### src/rtl/mod_arith_pkg.sv
// Shared definitions for the modular add/subtract datapath: operation modes,
// default geometry and a lane-slice helper for packed multi-lane buses.
package mod_arith_pkg;

  localparam logic MODE_ADD = 1'b0;
  localparam logic MODE_SUB = 1'b1;

  localparam int DEF_BITWIDTH = 16;
  localparam int DEF_LANES    = 4;

  // Low bit index of a lane inside a packed multi-lane bus
  function automatic int laneLo(input int lane, input int width);
    return lane * width;
  endfunction

endpackage

### src/rtl/mod_lane_reduce.sv
// Single-lane final reduction: folds a BITWIDTH+1 bit raw sum/difference
// back into the range [0, Q).
module mod_lane_reduce
  import mod_arith_pkg::*;
#(
  parameter int BITWIDTH = DEF_BITWIDTH
) (
  input  logic [BITWIDTH-1:0] iRaw,
  input  logic                iBorrow,
  input  logic                iSub,
  input  logic [BITWIDTH-1:0] iQ,
  output logic [BITWIDTH-1:0] oRed
);

  // Add: conditional subtract of Q; subtract: add Q back on borrow
  always_comb begin
    oRed = {BITWIDTH{1'b0}};
    if (iSub == MODE_SUB) begin
      if (iBorrow) begin
        oRed = iRaw + iQ;
      end else begin
        oRed = iRaw;
      end
    end else begin
      if ({iBorrow, iRaw} < {1'b0, iQ}) begin
        oRed = iRaw;
      end else begin
        oRed = iRaw - iQ;
      end
    end
  end

endmodule

### src/rtl/mod_addsub_pipe.sv
// Multi-lane two-stage modular adder/subtractor with a stall-all valid/ready
// pipeline; the modulus and mode travel with each transaction.
module mod_addsub_pipe
  import mod_arith_pkg::*;
#(
  parameter int BITWIDTH = DEF_BITWIDTH,
  parameter int LANES    = DEF_LANES
) (
  input  logic                      iClk,
  input  logic                      iRst,
  input  logic                      iClr,
  input  logic                      iValid,
  output logic                      oReady,
  input  logic                      iSub,
  input  logic [LANES*BITWIDTH-1:0] iData0,
  input  logic [LANES*BITWIDTH-1:0] iData1,
  input  logic [BITWIDTH-1:0]       iQ,
  output logic                      oValid,
  input  logic                      iReady,
  output logic [LANES*BITWIDTH-1:0] oData
);

  logic                               en_s;
  logic                               s1Valid_r;
  logic                               s1Sub_r;
  logic [BITWIDTH-1:0]                s1Q_r;
  logic [LANES-1:0][BITWIDTH:0]       rawNext_s;
  logic [LANES-1:0][BITWIDTH:0]       s1Raw_r;
  logic [LANES-1:0][BITWIDTH-1:0]     red_s;

  assign en_s   = ~oValid | iReady;
  assign oReady = en_s;

  // Stage-1 raw value per lane; the extra MSB is the carry (add) or borrow (sub)
  always_comb begin
    rawNext_s = {(LANES*(BITWIDTH+1)){1'b0}};
    for (int k = 0; k < LANES; k++) begin
      if (iSub == MODE_SUB) begin
        rawNext_s[k] = {1'b0, iData0[laneLo(k, BITWIDTH) +: BITWIDTH]}
                     - {1'b0, iData1[laneLo(k, BITWIDTH) +: BITWIDTH]};
      end else begin
        rawNext_s[k] = {1'b0, iData0[laneLo(k, BITWIDTH) +: BITWIDTH]}
                     + {1'b0, iData1[laneLo(k, BITWIDTH) +: BITWIDTH]};
      end
    end
  end

  for (genvar k = 0; k < LANES; k++) begin : gLane
    mod_lane_reduce #(
      .BITWIDTH(BITWIDTH)
    ) uReduce (
      .iRaw   (s1Raw_r[k][BITWIDTH-1:0]),
      .iBorrow(s1Raw_r[k][BITWIDTH]),
      .iSub   (s1Sub_r),
      .iQ     (s1Q_r),
      .oRed   (red_s[k])
    );
  end

  // Pipeline registers: flush drops valids only, enable advances both stages
  always_ff @(posedge iClk or posedge iRst) begin
    if (iRst) begin
      s1Valid_r <= 1'b0;
      s1Sub_r   <= 1'b0;
      s1Q_r     <= {BITWIDTH{1'b0}};
      s1Raw_r   <= {(LANES*(BITWIDTH+1)){1'b0}};
      oValid    <= 1'b0;
      oData     <= {(LANES*BITWIDTH){1'b0}};
    end else if (iClr) begin
      s1Valid_r <= 1'b0;
      oValid    <= 1'b0;
    end else if (en_s) begin
      s1Valid_r <= iValid;
      s1Sub_r   <= iSub;
      s1Q_r     <= iQ;
      s1Raw_r   <= rawNext_s;
      oValid    <= s1Valid_r;
      oData     <= red_s;
    end
  end

endmodule

### config.mk
export PLATFORM = sky130hd
export DESIGN_NAME = mod_addsub_pipe
export DESIGN_NICKNAME = d
export VERILOG_FILES = /design/src/rtl/mod_arith_pkg.sv /design/src/rtl/mod_lane_reduce.sv /design/src/rtl/mod_addsub_pipe.sv
export SDC_FILE = /design/constraint.sdc
export NUM_CORES = 1
export LEC_CHECK = 0
export ABC_AREA = 1
export CAP_MARGIN = 20
export CORE_ASPECT_RATIO = 2
export CORE_MARGIN = 2
export CORE_UTILIZATION = 40
export CTS_CLUSTER_SIZE = 20
export DETAILED_ROUTE_END_ITERATION = 6
export GPL_TIMING_DRIVEN = 0
export PLACE_DENSITY = 0.68
export SKIP_CTS_REPAIR_TIMING = 1
export SYNTH_ARGS = -nofsm -noshare
export SYNTH_HDL_FRONTEND = slang
export SYNTH_SLANG_ARGS = --single-unit
export TNS_END_PERCENT = 50
### constraint.sdc
create_clock -name iClk -period 5.45 [get_ports iClk]
set_input_delay 1.09 -clock iClk [delete_from_list [all_inputs] [get_ports iClk]]
set_output_delay 1.09 -clock iClk [all_outputs]
set_load 0.05 [all_outputs]
* Yosys cells after proc, flatten, opt, wreduce, memory -nomap -nowiden
Index checks and enable logic that the tools add are counted.
** Operators by class
- Order comparisons :: 4
- Add/sub/neg operators :: 16
- Reduce and logical (&&, ||, !) cells :: 2
- Bitwise logic cells :: 3
- Mux-type cells :: 20
** Operators by type and width (count)
- 2-to-1 mux 16 bit :: 12
- adder 16 x 16 -> 17 bit :: 4
- < comparator 17 x 16 -> 1 bit :: 4
- 2-to-1 mux 17 bit :: 4
- subtractor 16 x 16 -> 17 bit :: 4
- adder 16 bit :: 4
- subtractor 16 bit :: 4
- 2-to-1 mux 1 bit :: 4
- inverter 1 bit :: 2
- AND reduction 2 bit :: 1
- nonzero test 2 bit :: 1
- bitwise OR 1 bit :: 1
** Word-level totals
- Bits in registers :: 151
- Output and inout port bits :: 66
- Logic and storage cells :: 54

* Logic depth before layout (Yosys ltp)
- Depth after elaboration :: 4
- Gate-level depth with buffers :: 19
- Depth with buffers taken out :: 19

* Modules after synthesis
Synthesis repeated with hierarchy kept, for this count alone.
** Second synthesis, totals
- Cells, all modules :: 3779
- Area, all modules :: 21835.9 sq um
** By module, submodules not included
- mod_addsub_pipe :: area each 11170.7 sq um, times used 1, seq. area each 3778.6 sq um, cells an instance 1725
- mod_lane_reduce at gLane[0].uReduce ... :: area each 2726.4 sq um, times used 2, seq. area each 0.0 sq um, cells an instance 517
- mod_lane_reduce at gLane[2].uReduce ... :: area each 2606.2 sq um, times used 2, seq. area each 0.0 sq um, cells an instance 510

* Worst setup path before layout
Ideal clock, no wire load.
- Kind :: in2reg
- Start :: in iData1[1]
- End :: reg s1Raw_r[15] in the netlist's numbering
- Required time :: 5333 ps
- Cell stages on the path :: 16
- Path buffers :: 0
- Arrival time :: 3205 ps
- Setup time :: 117 ps
- Setup slack :: 2127 ps
- Cells stage by stage :: inv_1 -> ha_1 -> nand4_1 -> nor3_1 -> nand2_1 -> o31ai_1 -> xor2_1 -> ha_1 -> nand2_1 -> nand2_1 -> a21oi_1 -> nor2_1 -> a211oi_1 -> nand3_1 -> nand3_1 -> nand2_1
** On the way
- Cells in the longest elaborated chain, start to end :: 2
** RTL lines
- from (decl) :: line mod_addsub_pipe.sv:16 : input logic [LANES*BITWIDTH-1:0] iData1,
- adder 16 x 16 -> 17 bit or subtractor 16 x 16 -> 17 bit (tied branches) :: line mod_addsub_pipe.sv:43, mod_addsub_pipe.sv:40
- 2-to-1 mux 17 bit (*) :: line mod_addsub_pipe.sv:38 : if (iSub == MODE_SUB) begin
- to (signal assigned) :: line mod_addsub_pipe.sv:66 : s1Raw_r <= {(LANES*(BITWIDTH+1)){1'b0}};
- to (signal assigned) :: line mod_addsub_pipe.sv:76 : s1Raw_r <= rawNext_s;
- to (decl) :: line mod_addsub_pipe.sv:28 : logic [LANES-1:0][BITWIDTH:0] s1Raw_r;
Mark *: on every way between the ends. The rest lies on a longest branch, timed or not.
A chain may end at the register's enable or synchronous reset.

* Final worst setup path
- Start :: in iSub
- End :: reg s1Raw_r[50] in the netlist's numbering
** On the way
- Cells in the longest elaborated chain, start to end :: 1
** RTL lines
- from (decl) :: line mod_addsub_pipe.sv:14 : input logic iSub,
- 2-to-1 mux 17 bit :: line mod_addsub_pipe.sv:38
Every way passes these cells.

==> flow_metrics.py <==
metrics = {
    "timing": {
        "tightest_slew_ns": 1.14,
        "min_period_ns": 4.13,
        "fin_crit_sh_pct": 75.8,
        "max-slew-margin-rel_pct": 24.0,
        "fmax_ghz": 0.242,
        "fin_ws_ns": 1.32,
        "timing.final.hold_violations": 0,
        "slew_viol_final": 0,
        "rsz0062_at_grt": "false",
        "finalSetupViolations": 0,
        "holdWs_ns": 0.477,
        "finalClockSkew_ns": 0.0116,
    },
    "floorplanning": {
        "coreArea_sq_um": 50100,
        "die_area_sq_um": 52700,
        "rows": 116,
        "die_h_um": 323,
        "io_pins": 216,
        "die_w_um": 163,
        "initial_core_util_pct": 40.6,
    },
    "clocking": {
        "clock_latency_ns": 0.47,
        "clock_path_buffers": 2,
        "cts_tree": "yes",
        "path_clk_slew_ns": 0.07,
        "cts_sinks": 151,
        "numCtsBuffers": 17,
        "htreeDepth": 4,
        "cts-root-buf": "clkbuf_16",
    },
    "routing": {
        "num_vias": 23200,
        "drt_first_pass_iters": 5,
        "wl_mm": 86.7,
        "antenna_left": 0,
        "wirelength_met1_mm": 29.3,
        "vias_per_cell": 5.35,
        "wl_met2_mm": 43.2,
        "routed.top_layer": "met5",
        "drc_errors": 0,
        "routedWlPerCell_um": 20.0,
        "dr_wl_met3_mm": 5.18,
        "drt-initial-drc-count": 1342,
    },
    "critical_path": {
        "startpoint_type": "input port",
        "max_stage_delay_ns": 0.54,
        "worstPathCellList": "clkbuf_1 > clkinv_1 > clkbuf_1 > o21ai_0 > o21ai_0 > ha_1 > nand2_1 > nand3_1 > o21ai_0 > o21ai_0 > nand3_1 > nand2_1 > nand2_1 > nand3_1 > o21ai_0",
        "endpoint_kind": "flip-flop",
        "critPathKind": "input port to flip-flop",
        "crit_path_frequent_cell": "o21ai_0",
        "cp_max_fo": 10,
        "critPathArrivalTime_ns": 4.45,
        "crit_family": "buffers and inverters",
        "cp_slowest_cell": "o21ai_0",
        "worstPathRequired_ns": 5.77,
        "path_buf_inv": 3,
    },
    "final_layout": {
        "fillCellCount": 5416,
        "stdcell_count": 4338,
        "drive_gt1_share_pct": 4.83,
        "n_antenna_cell": 0,
        "multiInputGateArea_sq_um": 13900,
        "final_util_pct": 47.7,
        "final_cell_mix": "nand2_1 (1089), inv_1 (533), nand3_1 (324), nor2_1 (299), a21oi_1 (242)",
        "layout-area-overhead-vs-synth_pct": 17.4,
        "register_area_sq_um": 3780,
        "final_common_cell": "nand2_1",
        "final_nets": 4030,
    },
    "place": {
        "dp_hpwl_mm": 71.4,
        "dp_slack_ns": 0.730,
        "placed_cells": 4306,
        "io_buffers": 214,
        "place.gp.congestion": 1.02,
    },
    "job": {
        "cap_violations": 0,
    },
    "logic_synthesis": {
        "synth_warnings": 0,
        "synth_top_cell_by_area": "nand2_1",
        "netlist.area_leader.share_pct": 20.1,
        "syn_area_sq_um": 20300,
        "postSynthCellCount": 3442,
        "synth-seq-cells": 151,
        "syn_nets": 3796,
        "ys_seq_area_share_pct": 18.6,
        "synthTopCellsByArea": "nand2_1 (20%), dfrtp_1 (19%), ha_1 (12%)",
        "synth_cell_types": 43,
        "syn_area_per_cell_sq_um": 5.91,
    },
    "worst_hold_path": {
        "hold_class": "flip-flop to flip-flop",
    },
    "outcome": {
        "status": "finished, final reports clean",
    },
    "power_and_ir_drop": {
        "total_power_mw": 9.62,
        "vdd_drop_max_mv": 0.240,
        "p_per_area_nw_per_um2": 403,
        "p_leak_nw": 12.8,
    },
    "global_routing": {
        "antenna_found_initial": 1,
        "grt.overflow.total": 0,
        "grt_pass1_wl_mm": 129,
        "grt_usage_pct": 33.0,
        "grt_max_degree": 111,
        "first_global_vias": 23100,
    },
}
## layer usage
metal	vias up	GRT usage (%)
li1	11400	-
met1	10600	32.0
met2	932	59.6
met3	345	5.12
met4	2	29.3
met5	-	0
## final timing paths
kind	from	to	slack, ns	cells after the start
setup reg to reg	s1Q_r[1]	oData[12]	1.87	13
min in group asynchronous	iRst	oData[12]	0.98	2
hold reg to reg	oData[31]	oData[31]	0.48	2
hold / removal	oData[31]	oData[31]	0.48	2
setup / recovery	iSub	s1Raw_r[50]	1.32	15
max in group asynchronous	iRst	oData[34]	3.50	3
## cells by family (layout without fill, tap and decap cells)
group,after synthesis,count (layout),share of synthesized area (%)
AND/OR/NAND/NOR,1876,1876,39.1
XOR/XNOR,106,106,4.57
flip-flops,151,151,18.6
adder cells (fa/ha/maj),204,204,13.0
AO/OA/AOI/OAI,445,445,11.8
buffers and inverters,660,907,13.0
## cells in the mapped netlist
| library cell | number |
|---|---|
| a21oi_4 | 3 |
| o21a_1 | 1 |
| nand4_1 | 49 |
| dfrtp_1 | 151 |
| a21oi_2 | 7 |
| a31oi_1 | 14 |
| nand3_1 | 324 |
| nor2_4 | 2 |
| nor3_2 | 1 |
| o21bai_1 | 24 |
| and2_4 | 1 |
| xor2_1 | 71 |
| xnor2_1 | 35 |
| buf_4 | 6 |
| nor3_1 | 28 |
| nor2_2 | 5 |
| o21ai_2 | 1 |
| o21ai_0 | 140 |
| nand3_2 | 10 |
| nand2_2 | 11 |
| ha_1 | 192 |
| buf_2 | 51 |
| a21boi_0 | 1 |
| nand3b_1 | 10 |
| nor4_1 | 6 |
| inv_2 | 11 |
| o31ai_1 | 2 |
| a211oi_1 | 7 |
| buf_6 | 9 |
| buf_1 | 5 |
| nor3_4 | 2 |
| nand2_1 | 1089 |
| fa_1 | 12 |
| clkinv_1 | 4 |
| o21ai_1 | 3 |
| or2_2 | 15 |
| nand2_4 | 8 |
| clkbuf_2 | 1 |
| inv_1 | 534 |
| nor2_1 | 299 |
| a21oi_1 | 242 |
| clkbuf_1 | 39 |
| and2_1 | 16 |
## area by class of cell
cell class,count,share of cell area [%]
multi-input cells,2631,58.3
well taps,649,3.40
plain buffers,111,2.40
inverters,549,8.67
clock buffers,18,1.84
repair buffers,215,9.09
flip-flops and latches,151,15.8
clock inverters,14,0.472
## worst register-to-register path, delay by kind of cell (launching register included)
family,cells,cell delay [ns]
adder cells (fa/ha/maj),1,0.55
buffers and inverters,2,0.79
flip-flops,1,0.89
AND/OR/NAND/NOR,10,1.24
## flip-flops by register name, summed over array words and instances (netlist names)
name	count
s1Raw_r	68
oValid	1
oData	64
s1Sub_r	1
s1Q_r	16
s1Valid_r	1
## report_power, final
part	internal (mW)	leakage, nW	switching (mW)
registers	1.45	1.79	0.408
logic	2.12	10.8	4.45
clock network	0.604	0.262	0.591
## through the flow
step | setup TNS [ns] | area [sq um]
finish | 0 | 23900
global route | 0 | 23900
CTS | 0 | 23900
detailed placement | 0 | 23300
global placement | -313.30 | 23300
floorplan | 0 | 20300
Note: power is estimated with default switching activity, not from simulation.
